## src/rtl/bcd_sub_serial.sv

```systemverilog
// Digit-serial packed-BCD subtractor: one digit per cycle, LSD first.
// Produces (a - b) mod 10^DIGITS, a borrow flag and an invalid-operand flag.
module bcd_sub_serial #(
  parameter int DIGITS = 4
) (
  input  logic                  clk,
  input  logic                  rst_n,
  input  logic                  start,
  input  logic [4*DIGITS-1:0]   a,
  input  logic [4*DIGITS-1:0]   b,
  output logic                  busy,
  output logic                  done,
  output logic [4*DIGITS-1:0]   result,
  output logic                  borrow,
  output logic                  err
);

  localparam int W     = 4 * DIGITS;
  localparam int IDX_W = (DIGITS > 1) ? $clog2(DIGITS) : 1;
  localparam logic [IDX_W-1:0] LAST_IDX = IDX_W'(DIGITS - 1);

  typedef enum logic [1:0] {IDLE, RUN, DONE} state_t;

  state_t           state;
  logic [W-1:0]     a_reg;
  logic [W-1:0]     b_reg;
  logic [IDX_W-1:0] idx;
  logic             brw;
  logic             err_cap;
  logic             operand_bad;
  logic [3:0]       a_nib;
  logic [3:0]       b_nib;
  logic [3:0]       digit;
  logic [4:0]       diff;
  logic             brw_next;

  always_comb begin
    operand_bad = 1'b0;
    for (int i = 0; i < DIGITS; i++) begin
      if (a[4*i +: 4] > 4'd9 || b[4*i +: 4] > 4'd9) operand_bad = 1'b1;
    end
  end

  // A negative 5-bit difference wraps its low nibble, so adding 10 mod 16 yields the BCD digit.
  always_comb begin
    a_nib    = a_reg[{idx, 2'b00} +: 4];
    b_nib    = b_reg[{idx, 2'b00} +: 4];
    diff     = {1'b0, a_nib} - {1'b0, b_nib} - {4'b0000, brw};
    brw_next = diff[4];
    digit    = diff[4] ? (diff[3:0] + 4'd10) : diff[3:0];
  end

  always_ff @(posedge clk or negedge rst_n) begin
    if (!rst_n) begin
      state   <= IDLE;
      a_reg   <= '0;
      b_reg   <= '0;
      idx     <= '0;
      brw     <= 1'b0;
      err_cap <= 1'b0;
      busy    <= 1'b0;
      done    <= 1'b0;
      result  <= '0;
      borrow  <= 1'b0;
      err     <= 1'b0;
    end else begin
      case (state)
        IDLE: begin
          done <= 1'b0;
          if (start) begin
            a_reg   <= a;
            b_reg   <= b;
            idx     <= '0;
            brw     <= 1'b0;
            err_cap <= operand_bad;
            busy    <= 1'b1;
            result  <= '0;
            borrow  <= 1'b0;
            err     <= 1'b0;
            state   <= RUN;
          end
        end
        RUN: begin
          // Invalid operands leave the result at zero but keep the normal latency.
          if (!err_cap) result[{idx, 2'b00} +: 4] <= digit;
          brw <= brw_next;
          if (idx == LAST_IDX) begin
            state  <= DONE;
            busy   <= 1'b0;
            done   <= 1'b1;
            borrow <= err_cap ? 1'b0 : brw_next;
            err    <= err_cap;
          end else begin
            idx <= idx + 1'b1;
          end
        end
        DONE: begin
          done  <= 1'b0;
          state <= IDLE;
        end
        default: state <= IDLE;
      endcase
    end
  end

endmodule

```

## config.mk

```make
export PLATFORM = sky130hd
export DESIGN_NAME = bcd_sub_serial
export DESIGN_NICKNAME = d
export VERILOG_FILES = /design/src/rtl/bcd_sub_serial.sv
export SDC_FILE = /design/constraint.sdc
export NUM_CORES = 1
export LEC_CHECK = 0
export ABC_AREA = 1
export BUFFER_PORTS_ARGS = -buffer_cell sky130_fd_sc_hd__buf_2
export CAP_MARGIN = 15
export CORE_ASPECT_RATIO = 0.5
export CORE_MARGIN = 2
export CORE_UTILIZATION = 55
export DETAILED_ROUTE_END_ITERATION = 8
export GPL_TIMING_DRIVEN = 0
export PLACE_DENSITY = 0.85
export RECOVER_POWER = 25
export SKIP_LAST_GASP = 1
export SLEW_MARGIN = 40
export SYNTH_ARGS = -nofsm -noshare
export SYNTH_HDL_FRONTEND = slang
export SYNTH_SLANG_ARGS = --single-unit
```

## constraint.sdc

```tcl
create_clock -name clk -period 6.35 [get_ports clk]
set_clock_uncertainty 0.05 [all_clocks]
set_input_delay 0.9525 -clock clk [delete_from_list [all_inputs] [get_ports clk]]
set_output_delay 0.9525 -clock clk [all_outputs]
set_load 0.1 [all_outputs]
```

==> out/qor.yml <==
yosys:
  yosys_warnings: 0
  syn_inst: 361
  yosysTopAreaCell: "dfrtp_1"
  synth_seq_area_share: 0.4911
  netlist.area_leader.share: 0.4911
  ys_types: 32
  synth_nets: 407
  synth-seq-cells: 58
  syn-mean-instance-area_um2: 8.187
  synth.cell_area_um2: 2955
  synth.area.top_cells: "dfrtp_1 49%, nand2_1 16%, o21ai_0 5.9%"
critical_path:
  slowest_delay_ns: 0.51
  worstPathMaxFanout: 11
  worstRegToRegCells: 16
  critical_path_class: "flip-flop to flip-flop"
  path_cells: "inv_1, clkbuf_1, a21oi_1, a32o_1, fa_1, fa_1, inv_1, nand2_1, nand2_1, nand2_1, nand2_1, nand2_1, xnor2_1, nor2_1, nand2_1, o21ai_0"
  cp.arrival_ns: 3.75
  rrSetupSlack_ns: 2.77
  cp-end-kind: "flip-flop"
  worst-path-stages: 16
  critPathLaunchType: "flip-flop"
  slowest_stage: "dfrtp_1"
  worstPathBufferInverterCount: 3
  cp_top_family: "adder cells"
  path_common_cell: "nand2_1"
  worstPathRequired_ns: 6.52
sta:
  setup_tns_ns: 0
  finalCritPeriodShare: 0.5633
  min_period_ns: 3.577
  slew_headroom: -1.009
  slew_viol_final: 59
  hold_viol: 0
  tightest_slew_ns: 3.014
  rsz0062_at_grt: "no"
  setup_violations: 0
  fmax_mhz: 279.6
global_routing:
  gr-usage-all-layers: 0.2374
  grt-ovfl-total: 0
  grt_pass1_vias: 2422
  antenna_found_initial: 0
  grt_pass1_wl_mm: 10.98
  grt_start_max_net_pins: 59
min_path:
  hold_depth: 2
  hold_path_class: "flip-flop to flip-flop"
cells_and_area:
  diodes: 0
  layout_common_cells: "124 x nand2_1, 58 x buf_2, 58 x dfrtp_1"
  fillers: 436
  nets: 472
  areaGrowthSynthToFinish_pct: 17.87
  stdcell_count: 501
  multi_input_area_um2: 1245
  layout_commonest_cell: "nand2_1"
  regArea_um2: 1451
  drive_gt1_frac: 0.2135
clock_network:
  cts_resized: 0
  cts_buffers: 9
  cts_tree: "built"
  holdBufCountCts: 0
  clkSinkCount: 58
  htreeDepth: 3
  clk_pin_slew_ns: 0.06
  root_buffer: "clkbuf_8"
  clock_latency_ns: 0.34
  cts_setup_buffers: 0
  cts.path.max_buffers: 2
drt:
  ant_nets: 0
  wl_per_cell_um: 13.37
  drc: 0
  firstDrtPassIters: 5
  wirelength_mm: 6.697
  routed_via_density: 5.084
  dr.first_iter.drc_count: 157
  vias: 2547
die:
  fp.dieArea_um2: 6011
  die_w_um: 107.7
  core-area_um2: 5045
  io_pins: 55
  rows: 18
  initial_core_util: 0.5858
  die_h_um: 55.84
placed_design:
  gp_congestion: 0.8692
  dp.cells: 485
  dp_hpwl_mm: 4.972
  port_buffers: 54
run_status:
  outcome: "finished with violations"
  violations: "max-capacitance violations, max-slew violations"
flow_run:
  drv_cap: 1
[layout make-up]
| class | instances | share of cell area |
|---|---|---|
| Tap cell | 70 | 0.02514 |
| Clock buffer | 13 | 0.03987 |
| Timing Repair Buffer | 54 | 0.07723 |
| Inverter | 50 | 0.05532 |
| Sequential cell | 58 | 0.4167 |
| Multi-Input combinational cell | 242 | 0.3574 |
| Clock inverter | 3 | 0.01149 |
| Buffer | 11 | 0.01688 |
[worst min-delay path, stage by stage (launching register included)]
cell	delay, ns
dfrtp_1	0.33
nand2_1	0.05
nand2_1	0.04
[per-stage QoR]
stage | hold WS, ns | instance area, µm² | setup WS [ns] | util
detailed placement | 0.4047 | 3316 | 2.851 | 0.6572
floorplan | 0.3866 | 2955 | 3.446 | -
global route | 0.4439 | 3483 | 2.354 | 0.6905
finish | 0.4119 | 3483 | 2.773 | 0.6905
CTS | 0.4188 | 3495 | 2.834 | 0.6927
global placement | 0.3979 | 3313 | 2.998 | 0.6567
[path summary, 6_finish.rpt]
kind | from | to
max in group asynchronous | rst_n | result[5]
max reg2reg | idx[1] | result[5]
min | busy | busy
min reg2reg | busy | busy
min in group asynchronous | rst_n | a_reg[10]
max | idx[1] | result[5]
[layer usage]
metal | share of wire | vias up | wire [µm] | track usage
li1 | - | 1281 | - | -
met1 | 0.46 | 1166 | 3101 | 0.3290
met2 | 0.45 | 85 | 3044 | 0.3693
met3 | 0.064 | 15 | 427 | 0.05855
met4 | 0.018 | 0 | 123 | 0.07692
met5 | 0 | - | 0 | 0
[synthesized netlist by cell type]
cell / n
xnor2_1: 1
fa_1: 2
nor2_1: 15
o31ai_2: 2
a32o_1: 2
nand2_2: 2
buf_4: 1
o22ai_1: 6
dfrtp_1: 58
a221oi_1: 1
nor3_1: 1
nand2_4: 3
o21ai_1: 7
o21ai_0: 35
and2_1: 1
buf_2: 5
nand2_1: 124
nand3_1: 9
inv_1: 43
nand4_2: 1
o41ai_2: 1
nand4_1: 4
clkbuf_1: 4
nand3_4: 1
ha_1: 9
nor2_2: 2
inv_2: 5
a32oi_1: 1
buf_6: 1
inv_4: 2
a21oi_1: 10
nor2_4: 2
[kinds of logic (layout without fill, tap and decap cells)]
| kind of cell | Yosys count | after routing | share of synthesized area |
|---|---|---|---|
| adder cells (fa/ha/maj) | 11 | 11 | 0.05165 |
| AND/OR/NAND/NOR | 165 | 165 | 0.2417 |
| buffers and inverters | 61 | 131 | 0.08509 |
| XOR/XNOR | 1 | 1 | 0.002964 |
| AO/OA/AOI/OAI | 65 | 65 | 0.1274 |
| flip-flops | 58 | 58 | 0.4911 |
Power is left out: the tool's default activity adds up to more than one toggle a clock period on the data nets, which glitch-free logic cannot reach.
